[src/rtl/dm_port_arbiter.sv]
// dm_port_arbiter: shares a single-port 1-cycle-latency data memory between the
// pipeline MEM stage (P) and the loader/debug engine (L).
//   clk, reset                  : clock, asynchronous active-high reset
//   p_req/p_we/p_addr/p_wdata   : pipeline request
//   p_stall/p_rdata/p_rvalid    : pipeline hold and read return
//   l_req/l_we/l_lock/l_addr/l_wdata : loader request (l_lock extends a granted burst)
//   l_gnt/l_rdata/l_rvalid      : loader grant and read return
//   mem_en/mem_we/mem_addr/mem_din/mem_dout : memory pins
module dm_port_arbiter #(
    parameter int AW = 16,
    parameter int DW = 16,
    parameter int STARVE_MAX = 4
) (
    input  logic          clk,
    input  logic          reset,
    input  logic          p_req,
    input  logic          p_we,
    input  logic [AW-1:0] p_addr,
    input  logic [DW-1:0] p_wdata,
    output logic          p_stall,
    output logic [DW-1:0] p_rdata,
    output logic          p_rvalid,
    input  logic          l_req,
    input  logic          l_we,
    input  logic          l_lock,
    input  logic [AW-1:0] l_addr,
    input  logic [DW-1:0] l_wdata,
    output logic          l_gnt,
    output logic [DW-1:0] l_rdata,
    output logic          l_rvalid,
    output logic          mem_en,
    output logic          mem_we,
    output logic [AW-1:0] mem_addr,
    output logic [DW-1:0] mem_din,
    input  logic [DW-1:0] mem_dout
);
    localparam logic [1:0] OWN_NONE = 2'd0;
    localparam logic [1:0] OWN_P = 2'd1;
    localparam logic [1:0] OWN_L = 2'd2;
    localparam logic [3:0] STARVE_LIM = 4'(STARVE_MAX);

    logic [3:0] starve_cnt;
    logic       locked;
    logic [1:0] rd_owner;
    logic       grant_p;
    logic       grant_l;

    // L wins when its burst is locked, when it is alone, or when P has won too often
    always_comb begin
        grant_l = l_req & (locked | ~p_req | (starve_cnt >= STARVE_LIM));
        grant_p = p_req & ~grant_l;
    end

    always_comb begin
        mem_en   = grant_p | grant_l;
        mem_we   = grant_l ? l_we : grant_p & p_we;
        mem_addr = grant_l ? l_addr : grant_p ? p_addr : '0;
        mem_din  = grant_l ? l_wdata : grant_p ? p_wdata : '0;
        p_stall  = p_req & ~grant_p;
        l_gnt    = grant_l;
    end

    always_ff @(posedge clk or posedge reset) begin
        if (reset) begin
            starve_cnt <= '0;
            locked     <= 1'b0;
            rd_owner   <= OWN_NONE;
        end else begin
            if (grant_l)
                starve_cnt <= '0;
            else if (grant_p & l_req & (starve_cnt != 4'hF))
                starve_cnt <= starve_cnt + 4'd1;
            locked   <= grant_l & l_lock;
            rd_owner <= (grant_l & ~l_we) ? OWN_L : (grant_p & ~p_we) ? OWN_P : OWN_NONE;
        end
    end

    // Fixed 1-cycle memory latency: the single owner tag steers this cycle's mem_dout
    always_comb begin
        p_rvalid = rd_owner == OWN_P;
        l_rvalid = rd_owner == OWN_L;
        p_rdata  = p_rvalid ? mem_dout : '0;
        l_rdata  = l_rvalid ? mem_dout : '0;
    end
endmodule
[config.mk]
export PLATFORM = sky130hd
export DESIGN_NAME = dm_port_arbiter
export DESIGN_NICKNAME = d
export VERILOG_FILES = /design/src/rtl/dm_port_arbiter.sv
export SDC_FILE = /design/constraint.sdc
export NUM_CORES = 1
export LEC_CHECK = 0
export CAP_MARGIN = 40
export CORE_ASPECT_RATIO = 1.5
export CORE_MARGIN = 5
export CORE_UTILIZATION = 22
export DETAILED_ROUTE_END_ITERATION = 12
export GPL_ROUTABILITY_DRIVEN = 1
export PLACE_DENSITY = 0.75
export SETUP_SLACK_MARGIN = 0.4
export SLEW_MARGIN = 5
export SYNTH_ARGS = -nofsm -noshare
export SYNTH_HDL_FRONTEND = slang
export SYNTH_SLANG_ARGS = --single-unit
[constraint.sdc]
create_clock -name clk -period 1.4 [get_ports clk]
set_clock_uncertainty 0.15 [all_clocks]
set_input_delay 0.21 -clock clk [delete_from_list [all_inputs] [get_ports clk]]
set_output_delay 0.21 -clock clk [all_outputs]
set_load 0.005 [all_outputs]
==> impl_metrics.json, run 1 <==
{
  "outcome": "finished with violations",
  "violations": "negative setup slack",
  "post_drt_via_cell_ratio": 4.661,
  "async_flop_share_pct": 100.0,
  "number_of_antenna_diodes": 0,
  "critical_path.n_buffers_inverters": 4,
  "post_synthesis_average_cell_area_sq_um": 6.448,
  "antenna_violating_nets_post_route": 0,
  "worstSetupStartpointType": "register",
  "power-per-cell-area_mw_per_mm2": 434.4,
  "critical_path.endpoint_type": "output pin",
  "synth_edf_count": 0,
  "postLayoutCellArea_sq_mm": 0.003503,
  "post_syn_instances": 176,
  "ff_latch_area_sq_um": 175.2,
  "detailroute.via_count": 2051,
  "number_of_antenna_violations_at_the_first_check_in_global_routing": 0,
  "cp_arrival_ns": 1.58,
  "core_region_area_sq_mm": 0.005085,
  "finalWeightedCongestion": 0.7894,
  "ioPinCount": 157,
  "netlist.top_cell.by_area": "o211ai_1",
  "relSlewSlack_pct": 82.97,
  "clk-insertion-delay-late_ns": 0.23,
  "layout-area-overhead-vs-synth_pct": 208.7,
  "clk_path_buf_depth": 2,
  "power.static_leakage_uw": 0.001678,
  "critical_path_peak_fanout": 4,
  "yosysMostFrequentCell": "inv_1",
  "setup_violations": 74,
  "fmax_mhz": 516.6,
  "grt_usage_pct": 18.68,
  "die_height_um": 97.97,
  "num_rows": 32,
  "dp_area_sq_mm": 0.002942,
  "rsz0062_at_grt": "yes",
  "cts_inserted_buffers": 3,
  "route.detailed.drc": 0,
  "final_max_slew_violation_count": 0,
  "first_pass_grt_wire_length_um": 9701,
  "synth-seq-area-share_pct": 15.44,
  "postRouteWirelength_um": 7129,
  "grt_pass1_vias": 2058,
  "grt_max_degree": 20,
  "drive_gt1_share_pct": 50.00,
  "grt_overflow_total": 0,
  "cts_tree": "yes",
  "worst_hold_path_type": "input port to async pin",
  "synth_top_flop_cell": "dfrtp_1",
  "num-fill-cells": 434,
  "critical_path_class": "register to output pin",
  "multi_input_comb_area_sq_um": 996.0,
  "r2r_setup_slack_ns": -0.20,
  "portBuffers": 156,
  "wl_per_cell_um": 16.20,
  "die_area_sq_mm": 0.006724,
  "cts.htree.levels": 1,
  "timing.final.ws_setup_ns": -0.5358,
  "clockRootBuffer": "clkbuf_8",
  "syn_nets": 264,
  "final_hold_viol_count": 0,
  "synth_top_cells_by_area": "o211ai_1 22%, and2_1 18%, dfrtp_1 15%",
  "finalCoreUtilization_pct": 68.90,
  "synth_warnings": 0,
  "firstDrtPassIters": 4,
  "synth.lib_cells_used.distinct": 23,
  "worst_pin_slew_ns": 0.2543,
  "yosys_register_bits": 7,
  "critical-path-max-stage-delay_ns": 0.40,
  "first_iter_violations": 15,
  "finish.net_count": 461,
  "timing.critical_path.cells": "nor3_4 -> buf_6 -> buf_6 -> a21o_4 -> buf_12 -> o21ai_2 -> buf_2",
  "maxCapViolations": 0,
  "clock_pin_slew_on_the_worst_setup_and_hold_paths_ns": 0.04,
  "synthDominantCellAreaShare_pct": 21.83,
  "start_util_pct": 22.32,
  "final.period_utilization_pct": 138.3,
  "synthesis.area_sq_mm": 0.001135,
  "clock_sinks": 7,
  "peakVddDrop_mv": 0.2272,
  "hpwl_um": 4799,
  "timing.critical_path.required_ns": 1.04,
  "fp.dieW_um": 68.64,
  "final_period_minus_worst_setup_slack_ns": 1.936,
  "cpMaxStageDelayCell": "dfrtp_1",
  "synth.top_cells.by_count": "34 x inv_1, 33 x and2_1, 33 x o211ai_1",
  "cp_common_cell": "buf_6",
  "path_delay_family": "buffers and inverters"
}
worst reg2reg max path: cells and delay by family, from the launching register on:
kind | cells | cell delay, ns
flops | 1 | 0.40
simple gates | 2 | 0.36
compound gates | 1 | 0.17
buf+inv | 4 | 0.42
cells in the final DEF (no fill, tap or decap), types with 2 or more instances in the layout:
cell and count:
clkdlybuf4s50_1 84, inv_1 34, nor2b_4 2, dfrtp_1 7, o21ai_1 16, and2_4 33, buf_4 17, clkbuf_8 3
buf_6 52, clkbuf_2 15, o21ai_2 16, buf_12 7, buf_8 2, o21ai_0 2, o211ai_1 33, clkbuf_16 4
buf_2 19, nor2_1 2, a21o_4 5
flip-flops by register name, indices dropped and copies added, names as in the netlist:
name / count
locked: 1
starve_cnt: 4
rd_owner: 2
per-layer routing:
metal / up-vias / global-route usage [%] / part of all wire (%)
met3: 12 / 5.869 / 11
met2: 106 / 35.32 / 57
met4: 0 / 6.738 / 1.9
met1: 939 / 17.65 / 30
li1: 994 / - / -
met5: - / 0 / 0
through the flow:
step	total power (uW)	setup slack, ns	std cells	setup TNS [ns]	hold slack [ns]
after floorplan	501.9	-0.05728	176	-1.678	-0.1366
final	1522	-0.5358	440	-23.81	0.08659
after CTS	1428	-0.5531	430	-23.48	0.06908
after global routing	1616	-0.6111	440	-28.77	0.1194
after global placement	1045	-0.7786	403	-38.03	0.3074
after detailed placement	1056	-0.8085	403	-38.79	0.3079
cells by family after synthesis:
logic type	after synthesis	synth area share (%)
simple gates	46	25.91
flops	7	15.44
fa+ha+maj	1	1.102
buf+inv	51	17.64
compound gates	71	39.91
what timing repair did:
action,in CTS,in global routing
setup endpoints to repair,76,76
gates cloned,6,4
setup buffers,17,6
gates resized for setup,272,102
pin swaps,6,14
hold buffers,0,0
hold endpoints to repair,0,0
path summary, 6_finish.rpt:
check | from | to | depth (start not counted)
max in group asynchronous | reset | rd_owner[0] | 2
min in group clk | l_req | starve_cnt[3] | 4
setup reg to reg | locked | locked | 7
setup / recovery | locked | mem_addr[0] | 7
hold reg to reg | starve_cnt[1] | starve_cnt[1] | 2
hold / removal | reset | starve_cnt[1] | 2
layout make-up:
| cell class | count | share of cell area [%] |
|---|---|---|
| inverter | 36 | 3.929 |
| sequential | 7 | 5.000 |
| multi-input combinational | 122 | 28.43 |
| timing repair buffer | 203 | 58.93 |
| tap | 68 | 2.429 |
| clock buffer | 4 | 1.286 |
power breakdown:
group | internal (uW) | leakage (uW) | total [uW] | switching, uW
sequential | 216 | 0.0000942 | 227 | 10.8
combinational | 645 | 0.00156 | 1010 | 361
clock | 197 | 0.0000228 | 290 | 92.3
(Power assumes the default switching activity.)
==> run 2: changes to the inputs <==
- ABC_AREA: default -> 1
- PLACE_DENSITY: 0.75 -> 0.77
==> run 2 against run 1 <==
  * The run still ends with negative setup slack left
  * Die area is 3.1% lower
  * Synthesized area down 3.5%
  * Critical path depth rose by 1
  * Hold slack lost 0.021 ns
  * Register-to-register slack improved by 0.02 ns
  * Highest routed layer unchanged
==> impl_metrics.json, run 2 <==
{
  "outcome": "finished with violations",
  "violations": "negative setup slack",
  "critical_path_peak_fanout": 5,
  "num-fill-cells": 383,
  "final_hold_viol_count": 0,
  "clk_path_buf_depth": 2,
  "core_region_area_sq_mm": 0.004848,
  "maxCapViolations": 0,
  "setup.worst_path.start": "locked",
  "first_iter_violations": 46,
  "reg.largest.list": "starve_cnt x4, rd_owner x2, locked x1",
  "first_pass_grt_wire_length_um": 9929,
  "finalCoreUtilization_pct": 74.50,
  "fmax_mhz": 539.2,
  "synth_top_flop_cell": "dfrtp_1",
  "clock_pin_slew_on_the_worst_setup_and_hold_paths_ns": 0.04,
  "power.static_leakage_uw": 0.001842,
  "power.net_switching_uw": 930.4,
  "cts_inserted_buffers": 3,
  "syn_nets": 296,
  "worst_r2r_startpoint": "starve_cnt[2]",
  "synth_top_cells_by_area": "nand3_1 31%, dfrtp_1 16%, nand2_1 15%",
  "detailroute.via_count": 2196,
  "synth-seq-area-share_pct": 16.00,
  "clock_power_share_pct": 11.4,
  "netlist.top_cell.by_area": "nand3_1",
  "grt_pass1_vias": 2196,
  "die_area_sq_mm": 0.006516,
  "postLayoutCellArea_sq_mm": 0.003612,
  "met2_wirelength_um": 3949,
  "yosys_register_bits": 7,
  "postRouteWirelength_um": 7057,
  "start_util_pct": 22.58,
  "cts_tree": "yes",
  "number_of_antenna_diodes": 0,
  "setup_total_negative_slack_ns": -23.28,
  "synthDominantCellAreaShare_pct": 31.09,
  "r2r_setup_slack_ns": -0.18,
  "clk-insertion-delay-late_ns": 0.23,
  "synth_warnings": 0,
  "post_drt_via_cell_ratio": 4.633,
  "clockRootBuffer": "clkbuf_8",
  "grt_overflow_total": 0,
  "final_common_cell": "clkdlybuf4s50_1",
  "antenna_violating_nets_post_route": 0,
  "peakVddDrop_mv": 0.4066,
  "critical_path.endpoint_type": "output pin",
  "critical_path_class": "register to output pin",
  "sequentialPowerShare_pct": 10.8,
  "number_of_antenna_violations_at_the_first_check_in_global_routing": 0,
  "dp_area_sq_mm": 0.003072,
  "worstSetupStartpointType": "register",
  "post_synthesis_average_cell_area_sq_um": 5.263,
  "firstDrtPassIters": 4,
  "drive_gt1_share_pct": 51.47,
  "synth_edf_count": 0,
  "fp.dieW_um": 67.60,
  "final_max_slew_violation_count": 0,
  "portBuffers": 156,
  "finalWeightedCongestion": 0.7373,
  "hpwl_um": 4805,
  "wl_per_cell_um": 14.89,
  "regMostFlops": "starve_cnt",
  "top_signal_layer_used": "met4",
  "ioPinCount": 157,
  "route.detailed.drc": 0,
  "async_flop_share_pct": 100.0,
  "reg2reg_to": "starve_cnt[0]",
  "worst_pin_slew_ns": 0.2922,
  "post_syn_instances": 208,
  "synth.lib_cells_used.distinct": 15,
  "power-per-cell-area_mw_per_mm2": 694.1,
  "final.period_utilization_pct": 132.5,
  "num_rows": 31,
  "worst_hold_path_type": "input port to async pin",
  "grt_usage_pct": 19.60,
  "largest_register_ffs": 4,
  "wl_met1_um": 2240,
  "finish.net_count": 497,
  "yosysMostFrequentCell": "nand3_1",
  "mostFrequentLayoutCells": "84 x clkdlybuf4s50_1, 62 x buf_2, 39 x nand2_1",
  "clock_sinks": 7,
  "final_period_minus_worst_setup_slack_ns": 1.855,
  "setup_violations": 74,
  "place_ws_ns": -0.7886,
  "relSlewSlack_pct": 80.52,
  "timing.final.ws_setup_ns": -0.4545,
  "reg2reg_depth": 10,
  "cts.htree.levels": 1,
  "grt_max_degree": 24,
  "synthesis.area_sq_mm": 0.001095,
  "die_height_um": 96.40,
  "met3_wirelength_um": 735,
  "synth.top_cells.by_count": "68 x nand3_1, 44 x nand2_1, 38 x nor2_1",
  "cp_arrival_ns": 1.49,
  "p_int_uw": 1577,
  "p_sw_share_pct": 37.11,
  "pwr-share-comb_pct": 77.8,
  "timing.critical_path.required_ns": 1.04,
  "rsz0062_at_grt": "yes",
  "layout-area-overhead-vs-synth_pct": 229.9
}
run 2: stage by stage:
| step | instances | hold WS (ns) | power, uW |
|---|---|---|---|
| 2_1_floorplan | 208 | -0.1366 | 836.3 |
| 3_3_place_gp | 436 | 0.3127 | 1631 |
| 3_5_place_dp | 436 | 0.3153 | 1658 |
| 4_1_cts | 466 | 0.07029 | 2294 |
| 5_1_grt | 474 | 0.09374 | 2665 |
| 6_report | 474 | 0.06513 | 2507 |
run 2: final cells by class:
class	count	area (sq um)	area share (%)
Tap cell	66	82.58	2.286
Sequential cell	7	175.2	4.849
Inverter	29	121.4	3.360
Multi-Input combinational cell	155	1146	31.73
Timing Repair Buffer	213	2042	56.53
Clock buffer	4	45.04	1.247
run 2: power by group through the flow:
stage	sequential [uW]	combinational, uW	clock [uW]
after floorplan	267	569	0
after global placement	265	1370	0
after detailed placement	268	1390	0
after CTS	269	1730	292
after global routing	278	2080	311
final	272	1950	285
run 2: worst max-delay path by stage:
stage | to | slack [ns]
after floorplan | mem_addr[1] | 0.09
after global placement | mem_din[1] | -0.77
after detailed placement | mem_din[11] | -0.79
after CTS | mem_addr[3] | -0.46
after global routing | mem_addr[5] | -0.52
final | mem_din[15] | -0.45
run 2: cell families (layout without fill, tap and decap cells):
logic type / count (synthesis) / after routing / synth area share [%]
AND/OR/NAND/NOR: 153 / 153 / 62.29
buffers and inverters: 46 / 246 / 19.77
flip-flops: 7 / 7 / 16.00
adder cells (fa/ha/maj): 1 / 1 / 1.143
XOR/XNOR: 1 / 1 / 0.8001
run 2: repair_timing:
action                                 in CTS  in global routing
gates cloned                                5                  1
setup endpoints to repair                  77                 77
endpoints found under the hold margin       0                  0
pin swaps                                  20                 22
buffers inserted                           21                  7
resized for setup                         352                 46
hold buffers                                0                  0
run 2: per-layer routing:
| metal | global-route usage [%] | up-vias |
|---|---|---|
| met5 | 0 | - |
| met4 | 5.584 | 0 |
| met3 | 5.093 | 10 |
| met2 | 39.97 | 120 |
| met1 | 18.16 | 1009 |
| li1 | - | 1057 |
run 2: worst max-delay path, stage by stage, from the launching register on:
cell	delay, ns
dfrtp_1	0.39
nor2_4	0.14
nand2_4	0.09
buf_8	0.15
buf_6	0.13
clkbuf_16	0.15
nand3_1	0.06
nand2_1	0.05
buf_2	0.12
==> run 3: changes to the inputs <==
- CORE_MARGIN: 5 -> 2
- SKIP_CTS_REPAIR_TIMING: default -> 1
==> run 3 against run 2 <==
  * The run still ends with negative setup slack left
  * Non-clock buffer count down 15
  * Clock power up 2%
  * Hold slack hardly changed
  * Critical path depth did not move
  * Combinational power decreased by 19%
  * Highest routed layer unchanged
  * Flip-flop and latch count unchanged
  * Final cell count decreased by 3.0%
  * Count of clock-buffer cells in the layout unchanged
  * Largest cell class unchanged
==> impl_metrics.json, run 3 (synthesis gave the netlist of run 2 again) <==
{
  "outcome": "finished with violations",
  "violations": "negative setup slack",
  "fmax_mhz": 546.5,
  "postRouteWirelength_um": 6041,
  "worst_pin_slew_ns": 0.2913,
  "clock_sinks": 7,
  "clock_pin_slew_on_the_worst_setup_and_hold_paths_ns": 0.04,
  "finalCoreUtilization_pct": 68.81,
  "final_max_slew_violation_count": 0,
  "critical_path_peak_fanout": 6,
  "cpMaxStageDelayCell": "dfrtp_1",
  "first_pass_grt_wire_length_um": 7928,
  "largest_register_ffs": 4,
  "worstSetupStartpointType": "register",
  "cts_inserted_buffers": 3,
  "relSlewSlack_pct": 80.55,
  "post_drt_via_cell_ratio": 4.537,
  "final_period_minus_worst_setup_slack_ns": 1.830,
  "peakVddDrop_mv": 0.3398,
  "clk_path_buf_depth": 2,
  "rsz0062_at_grt": "yes",
  "finish.net_count": 483,
  "reg.largest.list": "starve_cnt x4, rd_owner x2, locked x1",
  "number_of_antenna_violations_at_the_first_check_in_global_routing": 0,
  "worst_hold_path_type": "input port to async pin",
  "grt_pass1_vias": 1876,
  "regMostFlops": "starve_cnt",
  "power-per-cell-area_mw_per_mm2": 648.3,
  "antenna_violating_nets_post_route": 0,
  "die_height_um": 90.40,
  "route.detailed.drc": 0,
  "grt_usage_pct": 18.09,
  "cp_arrival_ns": 1.47,
  "dp_area_sq_mm": 0.003042,
  "drive_gt1_share_pct": 45.94,
  "firstDrtPassIters": 4,
  "final_standard_cell_count_with_taps_included_and_fillers_excluded": 460,
  "grt_max_degree": 24,
  "maxCapViolations": 0,
  "critical_path.endpoint_type": "output pin",
  "setup_violations": 70,
  "power.static_leakage_uw": 0.001741,
  "final_hold_viol_count": 0,
  "finalWeightedCongestion": 0.7855,
  "ff_latch_area_sq_um": 176.4,
  "detailroute.via_count": 2087,
  "timing.critical_path.required_ns": 1.04,
  "critical-path-max-stage-delay_ns": 0.40,
  "layout-area-overhead-vs-synth_pct": 202.3,
  "cts.htree.levels": 1,
  "placed_cells": 432,
  "first_iter_violations": 29,
  "path_delay_family": "simple AND/OR/NAND/NOR gates",
  "timing.final.ws_setup_ns": -0.4298,
  "critical_path.n_buffers_inverters": 3,
  "start_util_pct": 22.76,
  "wl_per_cell_um": 13.13,
  "num_rows": 31,
  "grt_overflow_total": 0,
  "cts_tree": "yes",
  "num-fill-cells": 430,
  "number_of_antenna_diodes": 0,
  "fp.dieW_um": 61.60,
  "r2r_setup_slack_ns": -0.05,
  "critical_path_class": "register to output pin",
  "portBuffers": 156,
  "clockRootBuffer": "clkbuf_8",
  "final.period_utilization_pct": 130.7,
  "core_region_area_sq_mm": 0.004810,
  "multi_input_comb_area_sq_mm": 0.001106,
  "final_common_cell": "clkdlybuf4s50_1",
  "ioPinCount": 157,
  "die_area_sq_mm": 0.005568,
  "mostFrequentLayoutCells": "84 x clkdlybuf4s50_1, 46 x nand3_1, 40 x nand2_1",
  "clk-insertion-delay-late_ns": 0.23,
  "timing.critical_path.cells": "nor2_4 -> nand2_4 -> nand2_8 -> buf_12 -> buf_8 -> nand3_2 -> nand2_1 -> buf_2",
  "hpwl_um": 4216,
  "postLayoutCellArea_sq_mm": 0.003309
}
run 3: cell types whose count changed in the layout (fill, tap and decap cells not counted), moves of 2 or more:
cell,previous run,this run
inv_2,3,5
clkbuf_2,0,35
buf_8,5,2
buf_16,5,0
nor2_4,30,28
buf_6,38,21
nand3_2,29,19
nor2_1,3,5
dlymetal6s2s_1,0,6
buf_2,62,27
buf_4,9,14
nand3_1,37,46
dlygate4sd2_1,2,0
run 3: cell type report:
type,count,area share [%]
well taps,66,2.495
inverters,29,3.365
multi-input cells,156,33.42
flip-flops and latches,7,5.331
clock buffers,4,1.361
repair buffers,198,54.03
run 3: path summary, 6_finish.rpt:
path / start / to / depth (start not counted)
setup / recovery: starve_cnt[2] / mem_din[8] / 8
hold / removal: reset / locked / 2
setup reg to reg: starve_cnt[2] / rd_owner[0] / 8
hold reg to reg: starve_cnt[1] / starve_cnt[1] / 2
max in group asynchronous: reset / rd_owner[0] / 2
min in group clk: starve_cnt[1] / starve_cnt[1] / 2
run 3: stage by stage:
stage               hold WS, ns  power [uW]  worst slack (ns)  TNS (ns)
floorplan               -0.1366       836.3           0.09199         0
global placement         0.3076        1633           -0.7835    -38.12
detailed placement       0.3178        1645           -0.8165    -39.46
CTS                     0.07903        1945           -0.8172    -45.18
global route            0.08870        2306           -0.5060    -23.61
finish                  0.06501        2146           -0.4298    -19.13
run 3: metal layers:
layer	GRT usage [%]	routed length, um	vias to the layer above
met5	0	0	-
met2	34.47	3342	114
met3	4.441	526	9
li1	-	-	1025
met1	17.47	2065	939
met4	6.028	107	0
run 3: report_power, final:
group	switching, uW	total (uW)	internal, uW
clock	93.9	291	198
sequential	33.4	275	241
combinational	688	1580	891
